[src/rtl/bp_pkg.sv]
// Shared types and helpers for the branch predictor slice:
// 2-bit counter type, counter constants, saturating ops, in-flight entry.
package bp_pkg;

   typedef logic [1:0] ctr_t;

   localparam ctr_t SNT = 2'd0;
   localparam ctr_t WNT = 2'd1;
   localparam ctr_t WT  = 2'd2;
   localparam ctr_t ST  = 2'd3;

   // In-flight entries carry a fixed-width index field; tables
   // narrower than this use the low bits and zero-fill the rest.
   localparam int W_IDX_MAX = 16;

   typedef struct packed {
      logic [W_IDX_MAX-1:0] idx;
      logic                 pred;
   } inflight_t;

   function automatic ctr_t sat_inc(input ctr_t c);
      return (c == ST) ? ST : ctr_t'(c + 2'd1);
   endfunction

   function automatic ctr_t sat_dec(input ctr_t c);
      return (c == SNT) ? SNT : ctr_t'(c - 2'd1);
   endfunction

endpackage

[src/rtl/bp_inflight_fifo.sv]
// In-flight prediction FIFO: DEPTH entries, push/pop, full/empty flags.
// Ports: clk, rst (async high), push, pop, din, dout (head), full, empty.
module bp_inflight_fifo
   import bp_pkg::*;
#(
   parameter int DEPTH = 4
) (
   input  logic      clk,
   input  logic      rst,
   input  logic      push,
   input  logic      pop,
   input  inflight_t din,
   output inflight_t dout,
   output logic      full,
   output logic      empty
);

   localparam int AW = $clog2(DEPTH);
   localparam int CW = $clog2(DEPTH + 1);

   inflight_t       mem [DEPTH];
   logic [AW-1:0]   wr_ptr;
   logic [AW-1:0]   rd_ptr;
   logic [CW-1:0]   count;

   // Caller qualifies push/pop; push while full is legal only with pop.
   always_ff @(posedge clk or posedge rst) begin
      if (rst) begin
         wr_ptr <= '0;
         rd_ptr <= '0;
         count  <= '0;
      end else begin
         if (push) wr_ptr <= wr_ptr + AW'(1);
         if (pop)  rd_ptr <= rd_ptr + AW'(1);
         if (push && !pop)
            count <= count + CW'(1);
         else if (pop && !push)
            count <= count - CW'(1);
      end
   end

   always_ff @(posedge clk) begin
      if (push) mem[wr_ptr] <= din;
   end

   assign dout  = mem[rd_ptr];
   assign full  = (count == CW'(DEPTH));
   assign empty = (count == '0);

endmodule

[src/rtl/gshare_pht.sv]
// Gshare pattern history table: idx = pc[W_PHT+1:2] ^ gbhr, 2-bit counters,
// registered prediction, in-flight index queue for resolve-time update.
// Ports: clk, rst, EN, predict, pc, gbhr, resolve, br_taken ->
//        pred_valid, pred_taken, pred_ctr, mispredict, q_full, q_empty.
// Option: PHT_BYPASS_EN forwards a same-cycle update to the prediction.
module gshare_pht
   import bp_pkg::*;
#(
   parameter int         W_PHT    = 4,
   parameter int         W_PC     = 32,
   parameter int         DEPTH    = 4,
   parameter logic [1:0] INIT_CTR = 2'b01
) (
   input  logic             clk,
   input  logic             rst,
   input  logic             EN,
   input  logic             predict,
   input  logic [W_PC-1:0]  pc,
   input  logic [W_PHT-1:0] gbhr,
   input  logic             resolve,
   input  logic             br_taken,
   output logic             pred_valid,
   output logic             pred_taken,
   output logic [1:0]       pred_ctr,
   output logic             mispredict,
   output logic             q_full,
   output logic             q_empty
);

   localparam int N = 2 ** W_PHT;

   ctr_t             ctr [N];
   logic [W_PHT-1:0] idx;
   logic [W_PHT-1:0] head_idx;
   inflight_t        head;
   inflight_t        push_ent;
   logic             res_acc;
   logic             pred_acc;
   ctr_t             upd_val;
   ctr_t             rd_val;
   logic             unused;

   assign idx      = pc[W_PHT+1:2] ^ gbhr;
   assign head_idx = head.idx[W_PHT-1:0];

   assign res_acc  = EN && resolve && !q_empty;
   // A full queue still accepts a predict when a pop frees a slot.
   assign pred_acc = EN && predict && (!q_full || res_acc);

   assign upd_val = br_taken ? sat_inc(ctr[head_idx])
                             : sat_dec(ctr[head_idx]);

`ifdef PHT_BYPASS_EN
   assign rd_val = (res_acc && head_idx == idx) ? upd_val : ctr[idx];
`else
   assign rd_val = ctr[idx];
`endif

   always_comb begin
      push_ent      = '0;
      push_ent.idx  = W_IDX_MAX'(idx);
      push_ent.pred = rd_val[1];
   end

   bp_inflight_fifo #(
      .DEPTH (DEPTH)
   ) u_fifo (
      .clk   (clk),
      .rst   (rst),
      .push  (pred_acc),
      .pop   (res_acc),
      .din   (push_ent),
      .dout  (head),
      .full  (q_full),
      .empty (q_empty)
   );

   always_ff @(posedge clk or posedge rst) begin
      if (rst) begin
         for (int i = 0; i < N; i++) ctr[i] <= INIT_CTR;
         pred_valid <= 1'b0;
         pred_taken <= 1'b0;
         pred_ctr   <= 2'b00;
         mispredict <= 1'b0;
      end else begin
         pred_valid <= pred_acc;
         mispredict <= res_acc && (head.pred != br_taken);
         if (pred_acc) begin
            pred_ctr   <= rd_val;
            pred_taken <= rd_val[1];
         end
         if (res_acc) ctr[head_idx] <= upd_val;
      end
   end

   assign unused = ^{pc, head.idx};

endmodule

[config.mk]
export PLATFORM = sky130hd
export DESIGN_NAME = gshare_pht
export DESIGN_NICKNAME = d
export VERILOG_FILES = /design/src/rtl/bp_pkg.sv /design/src/rtl/bp_inflight_fifo.sv /design/src/rtl/gshare_pht.sv
export SDC_FILE = /design/constraint.sdc
export NUM_CORES = 1
export LEC_CHECK = 0
export BUFFER_PORTS_ARGS = -buffer_cell sky130_fd_sc_hd__buf_2
export CAP_MARGIN = 20
export CELL_PAD_IN_SITES_DETAIL_PLACEMENT = 0
export CELL_PAD_IN_SITES_GLOBAL_PLACEMENT = 2
export CORE_MARGIN = 2
export CORE_UTILIZATION = 30
export DETAILED_ROUTE_END_ITERATION = 6
export GPL_TIMING_DRIVEN = 1
export MAX_ROUTING_LAYER = met4
export PLACE_DENSITY_LB_ADDON = 0.25
export SETUP_SLACK_MARGIN = 0.2
export SLEW_MARGIN = 30
export SYNTH_ARGS = -nofsm -noshare
export SYNTH_HDL_FRONTEND = slang
export SYNTH_HIERARCHICAL = 1
export SYNTH_SLANG_ARGS = --single-unit
export TNS_END_PERCENT = 1
[constraint.sdc]
create_clock -name clk -period 5.1 [get_ports clk]
set_input_delay 1.02 -clock clk [delete_from_list [all_inputs] [get_ports clk]]
set_output_delay 1.02 -clock clk [all_outputs]
set_load 0.02 [all_outputs]
Word-level counts from Yosys, hierarchy flattened
Memory sizes are Yosys's and may differ from the RTL's.
Cells that the tools add are included.
W data, S select, Z words.
{ "totals": {"reg_bits": 44, "mem_bits_rw": 20, "out_inout_bits": 7, "wordCells": 71, "n_memories": 1} }
{ "classes": {"n_addsub": 6, "n_lt_le_gt_ge": 3, "n_eq_ne": 3, "muxes": 16, "bitwise": 3, "reduce_logical": 16} }
{ "memory_table": {"columns": ["memory", "depth", "width", "rd", "rd_ports_with_merged_regs", "wr", "line_no", "rtl"], "rows": [
  ["u_fifo.mem", 4, 5, 1, 0, 1, "bp_inflight_fifo.sv:21", "inflight_t mem [DEPTH];"]
]} }
{ "ops": {"columns": ["operator", "n"], "rows": [
  ["$bwmux W32", 1],
  ["$bmux W2 S4", 2],
  ["$mux W2", 8],
  ["$ge A5 B5 Y1 const B", 2],
  ["$not A4 Y5", 2],
  ["$demux W2 S4", 1],
  ["$logic_and A1 B1 Y1", 8],
  ["$add A2 B1 Y2 const B", 3],
  ["$mux W3", 2],
  ["$lt A5 B1 Y1 const B", 1],
  ["$logic_not A1 Y1", 4],
  ["$xor A4 B4 Y4", 1],
  ["$add A3 B1 Y3 const B", 1],
  ["$eq A3 B3 Y1 const B", 1],
  ["$logic_not A3 Y1", 1],
  ["$sub A3 B1 Y3 const B", 1],
  ["$eq A2 B2 Y1 const B", 1],
  ["$logic_not A2 Y1", 1],
  ["$mux W1", 2],
  ["$reduce_bool A2 Y1", 1],
  ["$sub A2 B1 Y2 const B", 1],
  ["$logic_or A1 B1 Y1", 1],
  ["$ne A1 B1 Y1", 1]
]} }

Depth between registers and ports, before layout
Gate-level depths: netlist of run 1.
{ "depth": {"depth_word": 9, "ltp_mapped": 10, "ltp_nobuf": 10} }

Cells and area by module
Netlist of run 1, hierarchy kept.
{ "modules_own_cells": {"columns": ["mod", "instances", "cells_each", "area_each_um2", "seq_area_each_um2"], "rows": [
  ["bp_inflight_fifo", 1, 124, 2894.0, 2217.1],
  ["gshare_pht", 1, 164, 2159.6, 920.9]
]} }

Worst setup path after synthesis of run 1
Ideal clock, no wire load.
{ "synth_path": {"path_kind": "input to register", "startpoint": "in gbhr[0]", "endpoint": "reg pred_taken", "arrival_ns": 2.817, "required_time_ns": 4.975, "setup_slack_ns": 2.158, "path_stages": 5, "path_cell_list": "xor2_1 > mux4_1 > mux2i_1 > mux2i_1 > mux2_2"} }
{ "synth_via": {"elab_chain_len": 5} }
{ "synth_rtl": {"columns": ["item", "line_no", "rtl"], "rows": [
  ["from (decl)", "gshare_pht.sv:19", "input logic [W_PHT-1:0] gbhr,"],
  ["$xor A4 B4 Y4", "gshare_pht.sv:43", "assign idx = pc[W_PHT+1:2] ^ gbhr;"],
  ["$not A4 Y5 (implied by the code)", "gshare_pht.sv:56", "assign rd_val = ctr[idx];"],
  ["$bmux W2 S4", "gshare_pht.sv:56", null],
  ["$mux W2 (implied by the code) (2 in series)", "gshare_pht.sv:56", null],
  ["via rd_val[1]", "gshare_pht.sv:40", "ctr_t rd_val;"],
  ["to (signal assigned)", "gshare_pht.sv:90", "pred_taken <= rd_val[1];"],
  ["to (decl)", "gshare_pht.sv:23", "output logic pred_taken,"]
]} }
The timed path passes the listed nets, and every way through them passes these cells. The select of a mux whose other input is x is not followed.
A chain may end at the register's enable or synchronous reset.

==> results of run 1 <==
[metal layers]
metal | up-vias | track usage, % | wire, um
met5 | - | - | 0
met4 | 0 | 4.340 | 55
met3 | 6 | 3.347 | 194
met2 | 21 | 21.47 | 3495
met1 | 997 | 18.48 | 3544
li1 | 902 | - | -
[final timing paths]
path | slack [ps] | startpoint | cells after the start | endpoint
max in group asynchronous | 3940 | rst | 3 | ctr[18]
hold / removal | 480 | u_fifo/count[2] | 1 | u_fifo/count[2]
setup / recovery | 1700 | u_fifo/rd_ptr[0] | 6 | ctr[5]
hold reg to reg | 480 | u_fifo/count[2] | 1 | u_fifo/count[2]
min in group asynchronous | 600 | rst | 2 | u_fifo/count[2]
setup reg to reg | 1700 | u_fifo/rd_ptr[0] | 6 | ctr[5]
[power by group]
part	switching [uW]	internal, uW
logic	413	399
registers	126	720
clock network	202	174
[layout by cell type (no fill, tap or decap), types with 5 or more instances in the layout]
cell type  count
nand2_1       15
inv_1          8
edfxtp_1      20
dfrtp_1       27
buf_4          5
nor2_1        16
ha_1           5
xor2_1         8
buf_2         20
a21oi_1        5
clkbuf_8       9
mux2i_1        6
dfstp_2       16
mux2_2        31
mux4_1        16
[flip-flops by register name, indices dropped and copies added, names as in the netlist]
signal,cells
pred_valid,1
mispredict,1
ctr,32
pred_ctr,1
u_fifo/mem,20
u_fifo/wr_ptr,2
u_fifo/rd_ptr,2
pred_taken,1
u_fifo/count,3
[cell type report]
type,instances,area [sq um],area share [%]
Clock buffer,10,127.6,3.425
Clock inverter,6,37.54,1.007
Inverter,8,30.03,0.8059
Multi-Input combinational cell,146,1521,40.83
Sequential cell,63,1697,45.53
Tap cell,140,175.2,4.701
Timing Repair Buffer,25,137.6,3.694
[critical path, cell delays in order (launching register included)]
cell     delay (ps)
dfrtp_1         550
mux4_1          950
mux4_1          580
mux2_2          320
maj3_2          350
a21o_4          260
mux2_2          260
[through the flow]
| stage | hold slack, ps | utilization (%) |
|---|---|---|
| 2_1_floorplan | 456.0 | - |
| 3_3_place_gp | 473.3 | 32.85 |
| 3_5_place_dp | 475.8 | 32.85 |
| 4_1_cts | 490.2 | 34.37 |
| 5_1_grt | 515.4 | 34.37 |
| 6_report | 484.9 | 34.37 |
==> summary.md, run 1 <==
| Metric | Value |
|---|---|
| Worst slack at placement | around 1600 ps |
| Dpl hpwl | roughly 5300 um |
| CP endpoint kind | register |
| Inserted Clock Buffers | 9 |
| Total track usage | around 14% |
| Fin nets | around 300 |
| Final ANT Viol Nets | 0 |
| Via Count | 1926 |
| Crit-path max FO | 12 |
| Layout Skew | between 10 and 15 ps |
| Max VDD drop | 179.2 uV |
| Status | completed |
| CTS H-tree depth | 3 |
| Hold buffer count at CTS | 0 |
| Aggregate global routing overflow | 0 |
| Post-CTS Setup Inserts | 0 |
| 1st-pass router iterations | 4 |
| PortBufs | 20 |
| Final worst-path cycle share | 66.63% |
| DRT Wirelength | 7289 um |
| Cell Rows | 38 |
| Initial antenna violation count | 0 |
| Max-slew violations | 0 |
| Max Root-Sink Buffers | 2 |
| Worst Path Required | around 5300 ps |
| Clock latency at the later pin of the worst-skew pair | 350 ps |
| Final worst setup slack | 1702 ps |
| Placed Area | approximately 0.0036 sq mm |
| Maxcap violations | 0 |
| Cts repair resizes | 0 |
| Number of remaining DRC errors | 0 |
| Total negative setup slack | 0 ps |
| Chip height | roughly 110 um |
| Routability Congestion | between 0.7 and 0.8 |
| P&R area growth vs syn | 12.12% |
| Finish-stage setup viols | 0 |
| Non-filler cells, final | 398 |
| Die Wd | 109.3 um |
| Critical Path AT | ~3600 ps |
| Tmin final | ~3400 ps |
| Number of fill cells in the layout | approximately 1100 |
| Largest net degree at the start of global routing | 37 |
| Layout cell share with drive strength beyond 1 | between 30% and 40% |
| Power per cell area | 545.9 mW/mm^2 |
| Lkg Pwr | roughly 0.0016 uW |
| Post-synthesis cell count | around 230 |
| Drt wl/cell | 18.31 um |
| Die area | approximately 0.012 sq mm |
| YS warnings | 6 |
| Nature of the critical path startpoint | register |
| Finished Cell Area | roughly 0.0037 sq mm |
| RSZ-0062 raised after global routing | false |
| Final Hold Vio Count | 0 |
| TritonCTS clock tree | yes |
| Syn Area/Cell | between 10 and 15 sq um |
| Syn_nets | roughly 280 |
| First-pass GRT wire length | about 12000 um |
| IO Pins | 49 |
| Diode count | 0 |
| Worst Hold Class | reg2reg |
| CP Class | reg2reg |
| DP Cell Count | around 380 |
| Peak Freq | slightly below 0.3 GHz |
| CTS clock-pin slew for the worst setup and hold paths | roughly 70 ps |
| Synth Cell Area | 0.003323 sq mm |
| Vias in the first global route | between 1500 and 2000 |
| CTS sink cnt | 63 |
| Root buffer cell | clkbuf_8 |
| Initial Util | ~31% |
| Initial DRC Count | 114 |
| Worst slew pin tran | 931.3 ps |
| Worst slew margin | between 30 and 40% |
| Core area | between 0.01 and 0.015 sq mm |
| Tot Pwr | about 2000 uW |
| Routed vias/inst | 4.839 |
No activity file was read; power rests on OpenSTA's default activity.
==> inputs of run 2 (changes only) <==
==> constraint.sdc (replaced) <==
create_clock -name clk -period 3.24 [get_ports clk]
set_input_delay 0.648 -clock clk [delete_from_list [all_inputs] [get_ports clk]]
set_output_delay 0.648 -clock clk [all_outputs]
set_load 0.02 [all_outputs]
==> run 2 against run 1 <==
  * Sequential share of layout area decreased by 1.9 points
  * Via count increased by 1.5%
  * Utilization increased by 1.5 points
  * Sequential power increased by 57%
  * Combinational power increased by 74%
  * First-iteration DRC count decreased by 13%
  * Final cell count increased by 2.0%
  * Die area unchanged
  * Setup slack got worse by 1400 ps
  * Fmax increased by 16%
  * Wire length increased by 0.58%
  * Critical path type unchanged
  * Critical endpoint is now ctr[19]
  * Highest routed layer unchanged
==> summary.md, run 2 (synthesized netlist as in run 1, its figures left out) <==
| Metric | Value |
|---|---|
| Status | completed |
| RSZ-0062 raised after global routing | false |
| Worst Reg-to-Reg Cells | 8 (+2) |
| Worst hold margin | 221.3 ps (-263.7 ps) |
| DRT Wirelength | 7331 um (+0.58%) |
| Worst Path Required | 3480 ps (-1840 ps) |
| Reg-to-reg startpoint | u_fifo/rd_ptr[0] |
| Clock latency at the later pin of the worst-skew pair | 350 ps (about the same) |
| Total track usage | 14.13% (+0.11 points) |
| Crit path buffers/inverters | 2 (+2) |
| CP startpoint | u_fifo/rd_ptr[0] |
| Layout cell share with drive strength beyond 1 | 40.98% (+3.0 points) |
| PortBufs | 20 (unchanged) |
| CP most frequent cell | mux2_2 |
| Inserted Clock Buffers | 9 (unchanged) |
| Fin nets | 309 (+2.7%) |
| Final worst-path cycle share | 90.17% (+24 points) |
| Tmin final | 2921 ps (-476.6 ps) |
| Crit-path max FO | 18 (+6) |
| Layout Skew | 6.098 ps (-6.758 ps) |
| Via Count | 1955 (+1.5%) |
| Slowest stage delay, CP | 610 ps (-340 ps) |
| Total negative setup slack | 0 ps (unchanged) |
| CP endpoint kind | register |
| Finish-stage setup viols | 0 (unchanged) |
| Die area | 0.01194 sq mm (unchanged) |
| Max-slew violations | 0 (unchanged) |
| Critical Path, Cell by Cell | buf_4 > mux4_1 > buf_12 > mux4_2 > mux2_2 > maj3_2 > a21o_4 > mux2_2 |
| Die Wd | 109.3 um (unchanged) |
| Maxcap violations | 0 (unchanged) |
| Crit path max-delay cell type | mux4_1 |
| CTS clock-pin slew for the worst setup and hold paths | 70 ps (about the same) |
| TritonCTS clock tree | yes |
| Final Hold Vio Count | 0 (unchanged) |
| Commonest cells after routing, fill and taps aside | mux2_2 (31), dfrtp_1 (26), buf_2 (20), edfxtp_1 (20) |
| Diode count | 0 (unchanged) |
| Worst Hold Class | in2async |
| 1st-pass router iterations | 4 (unchanged) |
| Worst reg-to-reg setup slack | 320 ps (-1380 ps) |
| Routability Congestion | 0.7412 (-1.8%) |
| Number of fill cells in the layout | 1054 (-2.0%) |
| Initial DRC Count | 99 (-13%) |
| Nature of the critical path startpoint | register |
| CTS H-tree depth | 3 (unchanged) |
| Dpl hpwl | 5415 um (+3.0%) |
| Vias in the first global route | 2037 (+2.1%) |
| Initial antenna violation count | 0 (unchanged) |
| R2r endpoint | ctr[19] |
| Aggregate global routing overflow | 0 (unchanged) |
| Peak Freq | 0.3423 GHz (+16%) |
| First-pass GRT wire length | 11660 um (+0.84%) |
| CP top delay family | multiplexers |
| Initial Util | 30.66% (unchanged) |
| Number of remaining DRC errors | 0 (unchanged) |
| Largest registers | ctr (32), u_fifo/mem (20), u_fifo/count (3) |
| Core area | 0.01084 sq mm (unchanged) |
| Chip height | 109.3 um (unchanged) |
| Max Root-Sink Buffers | 2 (unchanged) |
| Most common cell after layout, fill and taps aside | mux2_2 |
| Hold buffer count at CTS | 0 (unchanged) |
| Power per cell area | 912.4 mW/mm^2 (+67%) |
| Final ANT Viol Nets | 0 (unchanged) |
| Max FFs per register | 32 (unchanged) |
| Root buffer cell | clkbuf_8 |
| Most flop-heavy register | ctr |
| Max VDD drop | 383.6 uV (+110%) |
| CTS sink cnt | 63 (unchanged) |
| P&R area growth vs syn | 16.98% |
| Worst slew margin | 66.46% (+29 points) |
| Critical Path AT | 3160 ps (-460 ps) |
| CP Class | reg2reg |
| Cell Rows | 38 (unchanged) |
| IO Pins | 49 (unchanged) |
| Worst slew pin tran | 503.1 ps (-428.1 ps) |
| Drt wl/cell | 18.06 um (-1.4%) |
| Lkg Pwr | 0.001668 uW (+5.6%) |
| Routed vias/inst | 4.815 (-0.49%) |
| Largest net degree at the start of global routing | 37 (unchanged) |
-- run 2: cell types whose count changed in the layout (fill, tap and decap cells not counted) --
cell	change
buf_4	+6
clkbuf_1	-1
clkinvlp_4	-2
clkbuf_16	+1
clkinv_2	-1
clkinv_1	-1
buf_12	+2
dfrtp_1	-1
bufinv_16	+2
clkinv_4	+2
dfrtp_2	+1
-- run 2: repair_timing --
action	in CTS	in global routing
resized for setup	1	0
hold endpoints to repair	0	0
buffers inserted	0	3
setup endpoints to repair	16	15
-- run 2: routing by layer --
metal	global-route usage [%]	share of wire [%]	up-vias
li1	-	-	915
met1	18.77	49	1003
met2	21.30	47	29
met3	3.646	3.4	8
met4	4.340	1.0	0
met5	-	0	-
-- run 2: stage by stage --
stage	cells	power (uW)	util [%]	cell area [sq um]	setup WS, ps
finish	406	3547	35.86	3887	318.6
global route	406	3783	35.86	3887	251.8
CTS	403	3560	35.65	3865	226.1
detailed placement	387	2738	33.43	3623	165.9
global placement	387	2718	33.43	3623	178.3
floorplan	227	2348	-	3323	360.8
-- run 2: worst max path at each step --
stage          slack [ps]  cells past startpoint  endpoint
4_1_cts               230                      7   ctr[19]
5_1_grt               250                      8   ctr[19]
6_report              320                      8   ctr[19]
3_3_place_gp          180                      7   ctr[19]
3_5_place_dp          170                      7   ctr[19]
2_1_floorplan         360                      8   ctr[19]
-- run 2: layout make-up --
type	instances	area (sq um)	area share, %
sequential	63	1698	43.68
multi-input combinational	146	1521	39.14
timing repair buffer	33	222.7	5.729
tap	140	175.2	4.506
clock buffer	10	148.9	3.830
clock inverter	6	91.34	2.350
inverter	8	30.03	0.7724
-- run 2: where the power goes --
part / leakage, uW / switching [uW] / internal (uW)
Sequential: 0.000703 / 191 / 1130
Combinational: 0.000843 / 684 / 726
Clock: 0.000122 / 329 / 482
Total: 0.00167 / 1200 / 2340
==> inputs of run 3 (changes only) <==
--- a/config.mk
+++ b/config.mk
@@ -11,6 +11,7 @@
 export CELL_PAD_IN_SITES_GLOBAL_PLACEMENT = 2
 export CORE_MARGIN = 2
 export CORE_UTILIZATION = 30
+export CTS_BUF_LIST = sky130_fd_sc_hd__clkbuf_8
 export DETAILED_ROUTE_END_ITERATION = 6
 export GPL_TIMING_DRIVEN = 1
 export MAX_ROUTING_LAYER = met4
==> constraint.sdc (replaced) <==
create_clock -name clk -period 3.24 [get_ports clk]
set_input_delay 0.648 -clock clk [delete_from_list [all_inputs] [get_ports clk]]
set_output_delay 0.648 -clock clk [all_outputs]
set_load 0.005 [all_outputs]
==> run 3 against run 2 <==
  * Via count unchanged
  * First-iteration DRC count unchanged
  * Cell area grew 0.13%
  * Sequential cell count is the same
  * Wire length did not move
  * Hold slack unchanged
  * Sequential power about the same
  * Non-clock buffer count unchanged
  * Sequential share of layout area down 0.056 points
  * Global-route usage unchanged
  * Clock power increased by 3.8%
  * Combinational power about the same
  * Critical path type unchanged
  * Highest routed layer unchanged
==> summary.md, run 3 (synthesized netlist as in run 1, its figures left out) <==
| Metric | Value |
|---|---|
| Routability Congestion | 0.7412 (unchanged) |
| M2 GR Usage | 21.30% (unchanged) |
| Number of remaining DRC errors | 0 (unchanged) |
| Cell Rows | 38 (unchanged) |
| P&R area growth vs syn | 17.13% |
| Routed vias/inst | 4.815 (unchanged) |
| Largest net degree at the start of global routing | 37 (unchanged) |
| Peak Freq | 0.3423 GHz (unchanged) |
| 1st-pass router iterations | 4 (unchanged) |
| Max-slew violations | 0 (unchanged) |
| Initial antenna violation count | 0 (unchanged) |
| Finish-stage setup viols | 0 (unchanged) |
| Tmin final | 2921 ps (unchanged) |
| CP endpoint kind | register |
| Inserted Clock Buffers | 9 (unchanged) |
| Drt wl/cell | 18.06 um (unchanged) |
| Final ANT Viol Nets | 0 (unchanged) |
| Slowest stage delay, CP | 610 ps (about the same) |
| DP Cell Count | 387 (unchanged) |
| Root buffer cell | clkbuf_8 |
| R2r endpoint | ctr[19] |
| Tot Pwr | 3551 uW (+0.10%) |
| Status | completed |
| Clock latency at the later pin of the worst-skew pair | 350 ps (about the same) |
| Worst Reg-to-Reg Cells | 8 (unchanged) |
| Lkg Pwr | 0.001669 uW (+0.11%) |
| Fin nets | 309 (unchanged) |
| CTS sink cnt | 63 (unchanged) |
| Vias in the first global route | 2037 (unchanged) |
| Power per cell area | 912.2 mW/mm^2 (about the same) |
| Worst slack at placement | 165.9 ps (unchanged) |
| IO Pins | 49 (unchanged) |
| Total track usage | 14.13% (unchanged) |
| Multi-input gate area | 0.001521 sq mm (unchanged) |
| Final Hold Vio Count | 0 (unchanged) |
| Largest registers | ctr (32), u_fifo/mem (20), u_fifo/count (3) |
| Critical Path, Cell by Cell | buf_4 > mux4_1 > buf_12 > mux4_2 > mux2_2 > maj3_2 > a21o_4 > mux2_2 |
| Dpl hpwl | 5415 um (unchanged) |
| Final worst-path cycle share | 90.17% (unchanged) |
| Switching power | 1177 uW (-2.2%) |
| PortBufs | 20 (unchanged) |
| Max VDD drop | 368.6 uV (-3.9%) |
| Max Root-Sink Buffers | 2 (unchanged) |
| Clock power share | 23.7% (+0.8 points) |
| Seq pwr share | 37.3% (about the same) |
| Most Crowded Layer GR | met2 |
| Logic pwr share | 39.0% (-0.8 points) |
| Worst slew pin tran | 503.1 ps (unchanged) |
| Layout Skew | 6.217 ps (+0.1192 ps) |
| Number of fill cells in the layout | 1054 (unchanged) |
| GR Layer Usage met1 | 18.77% (unchanged) |
| Met3 Use GR | 3.646% (unchanged) |
| RSZ-0062 raised after global routing | false |
| Crit-path max FO | 18 (unchanged) |
| Most flop-heavy register | ctr |
| Most common cell after layout, fill and taps aside | mux2_2 |
| Crit path max-delay cell type | mux4_1 |
| Non-filler cells, final | 406 (unchanged) |
| Hold buffer count at CTS | 0 (unchanged) |
| DRT Wirelength | 7331 um (unchanged) |
| Via Count | 1955 (unchanged) |
| Maxcap violations | 0 (unchanged) |
| First-pass GRT wire length | 11660 um (unchanged) |
| CP most frequent cell | mux2_2 |
| CTS clock-pin slew for the worst setup and hold paths | 70 ps (about the same) |
| Worst slew margin | 66.46% (unchanged) |
| Chip height | 109.3 um (unchanged) |
| Max FFs per register | 32 (unchanged) |
| Worst reg-to-reg setup slack | 320 ps (about the same) |
| Worst Path Required | 3480 ps (about the same) |
| Initial DRC Count | 99 (unchanged) |
| TritonCTS clock tree | yes |
| Initial Util | 30.66% (unchanged) |
| Worst Hold Class | in2async |
| FF+latch area | 0.001698 sq mm (unchanged) |
| Die area | 0.01194 sq mm (unchanged) |
| Layout cell share with drive strength beyond 1 | 40.98% (unchanged) |
| Int Power | 2373 uW (+1.3%) |
| CTS H-tree depth | 3 (unchanged) |
| Aggregate global routing overflow | 0 (unchanged) |
| CP Class | reg2reg |
| Commonest cells after routing, fill and taps aside | mux2_2 (31), dfrtp_1 (26), buf_2 (20), edfxtp_1 (20) |
| Die Wd | 109.3 um (unchanged) |
| Final worst setup slack | 318.6 ps (unchanged) |
| Reg-to-reg startpoint | u_fifo/rd_ptr[0] |
| Nature of the critical path startpoint | register |
| Diode count | 0 (unchanged) |
| Core area | 0.01084 sq mm (unchanged) |
| Sw Share | 33.16% (-0.79 points) |
| Critical Path AT | 3160 ps (about the same) |
| Total negative setup slack | 0 ps (unchanged) |
run 3: cell count changes in the layout (fill, tap and decap cells not counted):
cell       delta
bufinv_16     +1
clkbuf_16     -1
run 3: per-stage QoR:
stage          cell area, sq um  hold WS (ps)  utilization (%)
2_1_floorplan              3323         451.4                -
3_3_place_gp               3623         473.1            33.43
3_5_place_dp               3623         479.1            33.43
4_1_cts                    3870         218.9            35.70
5_1_grt                    3892         236.2            35.91
6_report                   3892         221.3            35.91
run 3: power by group through the flow:
| stage | Sequential, uW | Combinational (uW) | Clock [uW] |
|---|---|---|---|
| after floorplan | 1250 | 1070 | 0 |
| after global placement | 1350 | 1340 | 0 |
| after detailed placement | 1360 | 1350 | 0 |
| after CTS | 1340 | 1360 | 860 |
| after global routing | 1360 | 1520 | 898 |
| final | 1330 | 1380 | 842 |
run 3: final cells by class:
cell class              count  area share, %
flip-flops and latches     63          43.62
repair buffers             33          5.722
well taps                 140          4.500
multi-input cells         146          39.09
inverters                   8         0.7715
clock buffers               9          3.182
clock inverters             7          3.118
run 3: how the worst max path moves through the flow:
stage / end / start / cells past startpoint
global placement: ctr[19] / u_fifo/rd_ptr[0] / 7
CTS: ctr[19] / u_fifo/rd_ptr[0] / 7
finish: ctr[19] / u_fifo/rd_ptr[0] / 8
detailed placement: ctr[19] / u_fifo/rd_ptr[0] / 7
global route: ctr[19] / u_fifo/rd_ptr[0] / 8
floorplan: ctr[19] / u_fifo/rd_ptr[0] / 8
run 3: metal layers:
metal  vias up  part of all wire (%)
li1        915                     -
met1      1003                    49
met2        29                    47
met3         8                   3.4
met4         0                   1.0
met5         -                     0
run 3: what timing repair did:
action,in CTS,in global routing
gates cloned,0,0
resized for setup,1,0
setup endpoints to repair,16,15
setup buffers,0,3
run 3: worst max-delay path, delay by kind of cell (launching register included):
family                     cells  cell delay [ps]
buffers and inverters          2              330
adders and majority gates      1              340
DFF                            1              390
AOI/OAI and AO/OA              1              260
muxes                          4             1480
